**src/rtl/mem16_pkg.sv**
```systemverilog
// Shared types and constants for the two-requester memory arbiter.
package mem16_pkg;

    // Access sequencer states.
    typedef enum logic [1:0] {
        IDLE   = 2'd0,
        ACCESS = 2'd1,
        DONE   = 2'd2
    } state_t;

    // Which requester currently owns (or last owned) the memory port.
    typedef enum logic {
        OWN_IF = 1'b0,
        OWN_DA = 1'b1
    } owner_t;

    // Memwrite encodings understood by the memory block.
    localparam logic [1:0] MEMW_NONE = 2'd0;
    localparam logic [1:0] MEMW_WORD = 2'd1;
    localparam logic [1:0] MEMW_HALF = 2'd3;

    // Memwrite code for a write of the given size.
    function automatic logic [1:0] memw_code(input logic half);
        return half ? MEMW_HALF : MEMW_WORD;
    endfunction

endpackage

```
**src/rtl/mem16_arbiter_if.sv**
```systemverilog
// Request/ack and memory/BUS signal bundle around the arbiter.
// slave: arbiter side; master: CPU front/back ends plus the memory/BUS model.
interface mem16_arbiter_if #(
    parameter int AW = 15,
    parameter int DW = 32
);
    logic          if_req;
    logic [AW-1:0] if_addr;
    logic          if_ack;
    logic [DW-1:0] if_rdata;

    logic          da_req;
    logic          da_we;
    logic          da_half;
    logic [AW-1:0] da_addr;
    logic [DW-1:0] da_wdata;
    logic          da_ack;
    logic [DW-1:0] da_rdata;

    logic          mem_read;
    logic [1:0]    mem_write;
    logic [AW-1:0] mem_addr;
    logic          bus_oe;
    logic [DW-1:0] bus_wdata;
    logic [DW-1:0] bus_rdata;

    modport slave (
        input  if_req, if_addr, da_req, da_we, da_half, da_addr, da_wdata, bus_rdata,
        output if_ack, if_rdata, da_ack, da_rdata,
        output mem_read, mem_write, mem_addr, bus_oe, bus_wdata
    );

    modport master (
        output if_req, if_addr, da_req, da_we, da_half, da_addr, da_wdata, bus_rdata,
        input  if_ack, if_rdata, da_ack, da_rdata,
        input  mem_read, mem_write, mem_addr, bus_oe, bus_wdata
    );
endinterface

```
**src/rtl/mem16_arb_pick.sv**
```systemverilog
// Combinational winner select between IF and DA.
// Build option: define ARB_RR_EN for round-robin on contested cycles;
// otherwise DA has fixed priority over IF.
module mem16_arb_pick
    import mem16_pkg::*;
(
    input  logic   if_req,
    input  logic   da_req,
    input  owner_t rr_last,      // requester served most recently
    output logic   grant_valid,
    output owner_t grant
);

    assign grant_valid = if_req | da_req;

`ifdef ARB_RR_EN
    // Contested: the one not served last wins; uncontested: the lone requester.
    always_comb begin
        grant = OWN_IF;
        if (if_req && da_req) begin
            grant = (rr_last == OWN_DA) ? OWN_IF : OWN_DA;
        end else if (da_req) begin
            grant = OWN_DA;
        end
    end
`else
    // History plays no part in fixed priority.
    logic unused_rr_last;
    assign unused_rr_last = rr_last;

    // DA wins whenever it is requesting.
    always_comb begin
        grant = da_req ? OWN_DA : OWN_IF;
    end
`endif

endmodule

```
**src/rtl/mem16_arbiter.sv**
```systemverilog
// Shares one multi-cycle memory port between instruction fetch (read-only)
// and data access (read/write). Each access holds addr/control for
// ACC_CYCLES clocks, captures read data on the last one, then pulses the
// owner's ack for a single cycle. Round-robin arbitration is selected with
// the ARB_RR_EN macro (see mem16_arb_pick); default is DA-over-IF priority.
module mem16_arbiter
    import mem16_pkg::*;
#(
    parameter int ACC_CYCLES = 4,   // 2..15
    parameter int AW         = 15,
    parameter int DW         = 32
)(
    input  logic           clk,
    input  logic           rst,
    mem16_arbiter_if.slave arb
);

    localparam logic [3:0] LAST_COUNT = 4'(ACC_CYCLES - 1);

    state_t        state_reg, state_next;
    logic [3:0]    count_reg, count_next;
    owner_t        owner_reg, owner_next;
    owner_t        rr_reg,    rr_next;
    logic [AW-1:0] addr_reg,  addr_next;
    logic          we_reg,    we_next;
    logic          half_reg,  half_next;
    logic [DW-1:0] wdata_reg, wdata_next;
    logic [DW-1:0] if_rdata_reg;
    logic [DW-1:0] da_rdata_reg;

    logic          capture;
    logic          pick_valid;
    owner_t        pick_owner;
    logic          mem_read_c;
    logic [1:0]    mem_write_c;
    logic [AW-1:0] mem_addr_c;
    logic          bus_oe_c;
    logic [DW-1:0] bus_wdata_c;
    logic [1:0]    ack_vec;

    mem16_arb_pick u_pick (
        .if_req      (arb.if_req),
        .da_req      (arb.da_req),
        .rr_last     (rr_reg),
        .grant_valid (pick_valid),
        .grant       (pick_owner)
    );

    // Next-state, request latching and memory-side outputs; everything is
    // decoded from the state register so reset silences the port at once.
    always_comb begin
        state_next  = state_reg;
        count_next  = count_reg;
        owner_next  = owner_reg;
        rr_next     = rr_reg;
        addr_next   = addr_reg;
        we_next     = we_reg;
        half_next   = half_reg;
        wdata_next  = wdata_reg;
        capture     = 1'b0;
        mem_read_c  = 1'b0;
        mem_write_c = MEMW_NONE;
        mem_addr_c  = '0;
        bus_oe_c    = 1'b0;
        bus_wdata_c = '0;

        case (state_reg)
            IDLE: begin
                if (pick_valid) begin
                    state_next = ACCESS;
                    count_next = '0;
                    owner_next = pick_owner;
                    if (pick_owner == OWN_DA) begin
                        addr_next  = arb.da_addr;
                        we_next    = arb.da_we;
                        half_next  = arb.da_half;
                        wdata_next = arb.da_wdata;
                    end else begin
                        addr_next  = arb.if_addr;
                        we_next    = 1'b0;
                        half_next  = 1'b0;
                        wdata_next = '0;
                    end
                end
            end

            ACCESS: begin
                mem_addr_c = addr_reg;
                if (we_reg) begin
                    mem_write_c = memw_code(half_reg);
                    bus_oe_c    = 1'b1;
                    bus_wdata_c = wdata_reg;
                end else begin
                    mem_read_c  = 1'b1;
                end
                if (count_reg == LAST_COUNT) begin
                    capture    = ~we_reg;
                    state_next = DONE;
                end else begin
                    count_next = count_reg + 4'd1;
                end
            end

            DONE: begin
                rr_next    = owner_reg;
                state_next = IDLE;
            end

            default: begin
                state_next = IDLE;
            end
        endcase
    end

    // State, latched request copy and arbitration history.
    always_ff @(posedge clk or posedge rst) begin
        if (rst) begin
            state_reg <= IDLE;
            count_reg <= '0;
            owner_reg <= OWN_IF;
            rr_reg    <= OWN_IF;
            addr_reg  <= '0;
            we_reg    <= 1'b0;
            half_reg  <= 1'b0;
            wdata_reg <= '0;
        end else begin
            state_reg <= state_next;
            count_reg <= count_next;
            owner_reg <= owner_next;
            rr_reg    <= rr_next;
            addr_reg  <= addr_next;
            we_reg    <= we_next;
            half_reg  <= half_next;
            wdata_reg <= wdata_next;
        end
    end

    // Read data capture on the final access cycle; held until the next read.
    always_ff @(posedge clk or posedge rst) begin
        if (rst) begin
            if_rdata_reg <= '0;
            da_rdata_reg <= '0;
        end else if (capture) begin
            if (owner_reg == OWN_IF) begin
                if_rdata_reg <= arb.bus_rdata;
            end else begin
                da_rdata_reg <= arb.bus_rdata;
            end
        end
    end

    // One ack per owner, high only in DONE; index follows the owner encoding.
    for (genvar gi = 0; gi < 2; gi++) begin : g_ack
        assign ack_vec[gi] = (state_reg == DONE) && (owner_reg == owner_t'(gi));
    end

    assign arb.if_ack    = ack_vec[0];
    assign arb.da_ack    = ack_vec[1];
    assign arb.if_rdata  = if_rdata_reg;
    assign arb.da_rdata  = da_rdata_reg;
    assign arb.mem_read  = mem_read_c;
    assign arb.mem_write = mem_write_c;
    assign arb.mem_addr  = mem_addr_c;
    assign arb.bus_oe    = bus_oe_c;
    assign arb.bus_wdata = bus_wdata_c;

endmodule

```
**src/flat_wrapper.sv**
```systemverilog
// flat-port wrapper written by rule: the top's interface ports become plain ports
module mem16_arbiter_flat import mem16_pkg::*;
#(
    parameter int ACC_CYCLES = 4,           
    parameter int AW         = 15,
    parameter int DW         = 32
)
  (clk, rst, arb_if_req, arb_if_addr, arb_da_req, arb_da_we, arb_da_half, arb_da_addr, arb_da_wdata, arb_bus_rdata, arb_if_ack, arb_if_rdata, arb_da_ack, arb_da_rdata, arb_mem_read, arb_mem_write, arb_mem_addr, arb_bus_oe, arb_bus_wdata);
  mem16_arbiter_if #(.AW(AW), .DW(DW)) arb_i ();
  input  logic clk;
  input  logic rst;
  input wire logic [$bits(arb_i.if_req)-1:0] arb_if_req;
  input wire logic [$bits(arb_i.if_addr)-1:0] arb_if_addr;
  input wire logic [$bits(arb_i.da_req)-1:0] arb_da_req;
  input wire logic [$bits(arb_i.da_we)-1:0] arb_da_we;
  input wire logic [$bits(arb_i.da_half)-1:0] arb_da_half;
  input wire logic [$bits(arb_i.da_addr)-1:0] arb_da_addr;
  input wire logic [$bits(arb_i.da_wdata)-1:0] arb_da_wdata;
  input wire logic [$bits(arb_i.bus_rdata)-1:0] arb_bus_rdata;
  output wire logic [$bits(arb_i.if_ack)-1:0] arb_if_ack;
  output wire logic [$bits(arb_i.if_rdata)-1:0] arb_if_rdata;
  output wire logic [$bits(arb_i.da_ack)-1:0] arb_da_ack;
  output wire logic [$bits(arb_i.da_rdata)-1:0] arb_da_rdata;
  output wire logic [$bits(arb_i.mem_read)-1:0] arb_mem_read;
  output wire logic [$bits(arb_i.mem_write)-1:0] arb_mem_write;
  output wire logic [$bits(arb_i.mem_addr)-1:0] arb_mem_addr;
  output wire logic [$bits(arb_i.bus_oe)-1:0] arb_bus_oe;
  output wire logic [$bits(arb_i.bus_wdata)-1:0] arb_bus_wdata;
  assign arb_i.if_req = arb_if_req;
  assign arb_i.if_addr = arb_if_addr;
  assign arb_i.da_req = arb_da_req;
  assign arb_i.da_we = arb_da_we;
  assign arb_i.da_half = arb_da_half;
  assign arb_i.da_addr = arb_da_addr;
  assign arb_i.da_wdata = arb_da_wdata;
  assign arb_i.bus_rdata = arb_bus_rdata;
  assign arb_if_ack = arb_i.if_ack;
  assign arb_if_rdata = arb_i.if_rdata;
  assign arb_da_ack = arb_i.da_ack;
  assign arb_da_rdata = arb_i.da_rdata;
  assign arb_mem_read = arb_i.mem_read;
  assign arb_mem_write = arb_i.mem_write;
  assign arb_mem_addr = arb_i.mem_addr;
  assign arb_bus_oe = arb_i.bus_oe;
  assign arb_bus_wdata = arb_i.bus_wdata;
  mem16_arbiter #(.ACC_CYCLES(ACC_CYCLES), .AW(AW), .DW(DW)) u_core (.clk(clk), .rst(rst), .arb(arb_i));
endmodule
```
**config.mk**
```make
export PLATFORM = sky130hd
export DESIGN_NAME = mem16_arbiter_flat
export DESIGN_NICKNAME = d
export VERILOG_FILES = /design/src/rtl/mem16_pkg.sv /design/src/rtl/mem16_arbiter_if.sv /design/src/rtl/mem16_arb_pick.sv /design/src/rtl/mem16_arbiter.sv /design/src/flat_wrapper.sv
export SDC_FILE = /design/constraint.sdc
export NUM_CORES = 1
export LEC_CHECK = 0
export BUFFER_PORTS_ARGS = -buffer_cell sky130_fd_sc_hd__clkbuf_2
export CAP_MARGIN = 5
export CORE_AREA = 2 2 103 105
export DETAILED_ROUTE_END_ITERATION = 10
export DIE_AREA = 0 0 105 107
export PLACE_DENSITY = 0.84
export SETUP_SLACK_MARGIN = 0.1
export SYNTH_ARGS = -nofsm -noshare
export SYNTH_HDL_FRONTEND = slang
export SYNTH_SLANG_ARGS = --single-unit
```
**constraint.sdc**
```tcl
create_clock -name clk -period 10.75 [get_ports clk]
set_input_delay 2.6875 -clock clk [delete_from_list [all_inputs] [get_ports clk]]
set_output_delay 2.6875 -clock clk [all_outputs]
set_load 0.02 [all_outputs]
```
# After elaboration in Yosys (flattened, before gate mapping)
# Index checks and enable logic that the tools add are counted.
[word_totals] reg_bits=120 in_bits=100 output_inout_bits=117 wordCells=51
[classes] add_sub_neg=1 n_eq_ne=6 n_mux=23 n_bitwise=3 n_reduce_logical=9
[ops] cell="$mux W32" n=3
[ops] cell="$mux W15" n=2
[ops] cell="$mux W2" n=5
[ops] cell="$mux W1" n=9
[ops] cell="$mux W4" n=2
[ops] cell="$pmux W4 S2" n=1
[ops] cell="$reduce_and A2 Y1" n=4
[ops] cell="$add A4 B1 Y4 const B" n=1
[ops] cell="$eq A4 B2 Y1 const B" n=1
[ops] cell="$ne A2 B1 Y1 const B" n=2
[ops] cell="$pmux W2 S2" n=1
[ops] cell="$reduce_and A3 Y1" n=1
[ops] cell="$eq A2 B1 Y1 const B" n=1
[ops] cell="$eq A2 B2 Y1 const B" n=1
[ops] cell="$logic_and A1 B1 Y1" n=2
[ops] cell="$logic_not A2 Y1" n=1
[ops] cell="$ne A2 B2 Y1 const B" n=1
[ops] cell="$not A1 Y1" n=2
[ops] cell="$reduce_bool A2 Y1" n=1
[ops] cell="$or A1 B1 Y1" n=1

# Logic depth before layout (Yosys ltp)
[logic_depth] ltp_word=4 ltp_mapped=6 ltp_nobuf=4

# Cells and area by module
# From an unflattened synthesis, not the netlist that was laid out.
[hier_totals] cells_unflattened=452 hier_area_um2=5461.5
[modules_own_cells] module="mem16_arbiter" instances=1 cells_per_inst=450 area_per_inst_um2=5447.7 seq_area_each_um2=3027.9
[modules_own_cells] module="mem16_arb_pick" instances=1 cells_per_inst=2 area_per_inst_um2=13.8 seq_area_each_um2=0.0

# Worst setup path after synthesis
# OpenSTA, ideal clock, no wires.
[synth_timing] path_kind="input -> register" startpoint="in arb_da_req" endpoint="reg u_core.wdata_reg[12]" setup_ps=121 t_arrival_ps=3966 required_ps=10629 setup_slack_ps=6663 path_stages=6 path_buffers=3 path_cell_list="clkbuf_1 > nor2_1 > or2_1 > clkbuf_1 > clkbuf_1 > a22o_1"
[synth_via] elab_chain_cells=2 elab_cells_between_ends=4 classes_between="2 x mux; 1 x bitwise; 1 x reduce/logical"
[synth_lines] element="from (decl)" line="flat_wrapper.sv:14" text="input wire logic [$bits(arb_i.da_req)-1:0] arb_da_req;"
[synth_lines] element="$mux W1 / $or A1 B1 Y1 (equally long branches)" line="mem16_arb_pick.sv:33, mem16_arb_pick.sv:14"
[synth_lines] element="$mux W32 / $reduce_and A2 Y1 (equally long branches)"
[synth_lines] element="to (signal assigned)" line="mem16_arbiter.sv:134" text="wdata_reg <= wdata_next;"
[synth_lines] element="to (decl)" line="mem16_arbiter.sv:27" text="logic [DW-1:0] wdata_reg, wdata_next;"
# Parallel ways exist; a longest one is shown, timed or not.
# A chain may end at the register's enable or synchronous reset.

# Final worst setup path
[layout_timing] startpoint="reg u_core.we_reg" endpoint="out arb_bus_wdata[5]"
[layout_via] elab_chain_cells=2
[layout_lines] element="from (decl)" line="mem16_arbiter.sv:25" text="logic we_reg, we_next;"
[layout_lines] element="from (signal assigned)" line="mem16_arbiter.sv:132" text="we_reg <= we_next;"
[layout_lines] element="$mux W32" line="mem16_arbiter.sv:89" text="if (we_reg) begin"
[layout_lines] element="$mux W32" line="mem16_arbiter.sv:67" text="case (state_reg)"
[layout_lines] element="to (decl)" line="flat_wrapper.sv:28" text="output wire logic [$bits(arb_i.bus_wdata)-1:0] arb_bus_wdata;"
# Every way passes these cells.

==> run metrics <==
Pins Over Slew Limit=0; routed wire length=12.3 mm; Reg-to-Reg End=u_core.arb.if_rdata[7]; Synthesized Nets=475; Hold Buf Count CTS=0; met3 Usage GRT=5.78%; final setup vio count=0; worst hold-check path type=flop to flop; DIE HEIGHT=107 um; Worst-Margin Slew=0.991 ns; Final nets=683; cell count after synthesis=374; deepest clock path buffer count=2; Synth cell types=34; postcts setup bufs=0; VDD IR-drop max=0.000141 V; worst r2r src=u_core.we_reg; wire per inst=16.9 um; status=finished clean; Ys Warns=0; Rows=37; post-route minimum period=4.65 ns; layout cell share with drive strength beyond 1=54.6%; post_cts resized=0; CTS tree=done; crit path capture type=output port; synthesized flop and latch total=120; clock sinks=120; post-synthesis sequential area ratio=58.5%; clk root buf=clkbuf_8; CTS buffer count=17; Placer Congestion=0.764; Worst Setup Path Type=flop to output port; GRT Util Overall=22.2%; Crit Path Max Fanout=38; FMAX=215 MHz; clk_lat worst skew=0.49 ns; pin count of the biggest net entering global routing=68; Hold Path Cell Cnt=1; number of global-route vias before repair=3,997; Worst Min Path Start=u_core.wdata_reg[1]; Hold Violations, Final=0; clk slew on worst S/H paths=0.06 ns; reg2reg setup slack=8.44 ns; met2 usage=37.4%; GRT Residual Overflow=0; first-pass GRT wire length=19.8 mm; fillers=777; skew final=0.0131 ns; RSZ-0062 raised after global routing=no; Initial DRC Count=164; Port Buf Inserts=216; Hold Path Sink=u_core.wdata_reg[1]; initial antenna violation count=0; Avg Vias per Cell=5.31; CP startpoint=u_core.we_reg; max-capacitance violation count=0; DIE WIDTH=105 um; H-tree depth=4; Synth Cell Area=0.00513 sq mm; Power Density=332 mW/mm^2; Initial Utilization=50.9%; Initial DRT Pass Iterations=4; Ant. Diodes=0; grt peak-use layer=met2; CP arrival=1.97 ns; final instance area=0.00678 sq mm; Slew headroom=33.9%; post-detail-place hpwl=8.66 mm; Syn-to-layout area delta=32.0%; met1 Track Usage GR=28.0%; core area=0.0101 sq mm; Top Ports=217; crit path launch type=flop; LEAKAGE=0.00367 uW; CP required=8.06 ns; Placed Area=0.00625 sq mm; ANT nets after route=0; Setup TNS Final=0 ns; via count=3,882; period utilisation layout=43.3%; Die Area=0.0112 sq mm; DR DRC count=0; Syn Area/Cell=13.7 sq um; worst r2r path cells=2
[kinds of logic (layout without fill, tap and decap cells)]
kind of cell               Yosys count  in the layout  share of synthesized area [%]
adders and majority gates            1              1                          0.244
DFF                                120            120                           58.5
buffers and inverters               34            255                           3.71
xor gates and xnor gates             1              1                          0.171
and+or+nand+nor                     68             68                           8.44
muxes                               80             80                           19.4
AOI/OAI and AO/OA                   70             70                           9.58
[synthesized netlist by cell type]
cell type	number	area share, %
a21o_1	1	0.15
a22o_1	34	5.8
a31o_2	2	0.34
and2_1	16	2.0
and3_1	33	4.0
and3_2	1	0.15
and3b_1	1	0.17
and4b_2	1	0.22
buf_12	3	1.2
buf_2	2	0.20
buf_4	1	0.15
buf_6	1	0.22
clkbuf_1	25	1.8
dfrtp_1	120	59
ha_1	1	0.24
inv_1	2	0.15
mux2_2	34	7.5
mux2_4	30	8.8
mux2i_1	16	3.1
nand2_1	2	0.15
nand2b_1	1	0.12
nand3_1	1	0.097
nand4b_1	1	0.17
nor2_1	4	0.29
nor2b_1	1	0.12
nor3b_1	2	0.29
o211ai_1	1	0.15
o21ai_0	31	3.0
o22ai_1	1	0.12
or2_1	1	0.12
or2_2	1	0.12
or3b_4	1	0.22
or4_4	1	0.22
xor2_1	1	0.17
[how the worst max path moves through the flow]
stage	endpoint	slack, ns	depth (start not counted)
finish	arb_bus_wdata[5]	6.10	2
floorplan	u_core.addr_reg[0]	4.88	1
detailed placement	u_core.addr_reg[2]	5.90	5
global placement	u_core.addr_reg[12]	6.01	5
global route	arb_bus_wdata[10]	5.97	2
CTS	arb_bus_wdata[5]	6.10	2
[through the flow]
stage	total power [uW]	utilization, %	worst slack, ns	hold WS, ns	cells
floorplan	1450	-	4.88	0.464	374
global placement	1710	61.9	6.01	0.479	699
detailed placement	1760	61.9	5.90	0.485	699
CTS	2270	67.1	6.10	0.502	731
global route	2370	67.1	5.97	0.516	731
finish	2250	67.1	6.10	0.498	731
[metal layers]
layer  share of wire, %  up-vias
met3                6.8        9
met5                  0        -
met1                 44     1920
met2                 49      186
met4               0.87        0
li1                   -     1767
[layout by cell type (no fill, tap or decap), types with 2 or more instances in the layout]
| cell | instances |
|---|---|
| mux2i_1 | 16 |
| mux2_2 | 34 |
| clkinvlp_4 | 4 |
| o21ai_0 | 31 |
| dfrtp_1 | 120 |
| clkinv_4 | 2 |
| a31o_2 | 2 |
| buf_4 | 5 |
| mux2_4 | 30 |
| nand2_1 | 2 |
| clkbuf_2 | 216 |
| and3_1 | 33 |
| and2_1 | 16 |
| nor3b_1 | 2 |
| clkbuf_1 | 2 |
| a22o_1 | 34 |
| clkinv_2 | 6 |
| clkbuf_16 | 16 |
| nor2_1 | 3 |
[power breakdown]
| group | switching [uW] | internal (uW) | leakage (uW) |
|---|---|---|---|
| clock | 195 | 304 | 0.000253 |
| sequential | 149 | 679 | 0.00146 |
| combinational | 524 | 403 | 0.00196 |
[area by class of cell]
cell class	count	area (sq um)	area share [%]
clock buffer	19	422	6.22
clock inverter	13	108	1.59
inverter	2	10.0	0.148
multi-input combinational	220	1940	28.7
sequential	120	3000	44.3
tap	136	170	2.51
timing repair buffer	221	1120	16.5
[critical path: stages, from the launching register on]
cell	delay [ns]
dfrtp_1	0.99
and3_1	0.29
clkbuf_2	0.19
No activity file was read; power rests on OpenSTA's default activity.
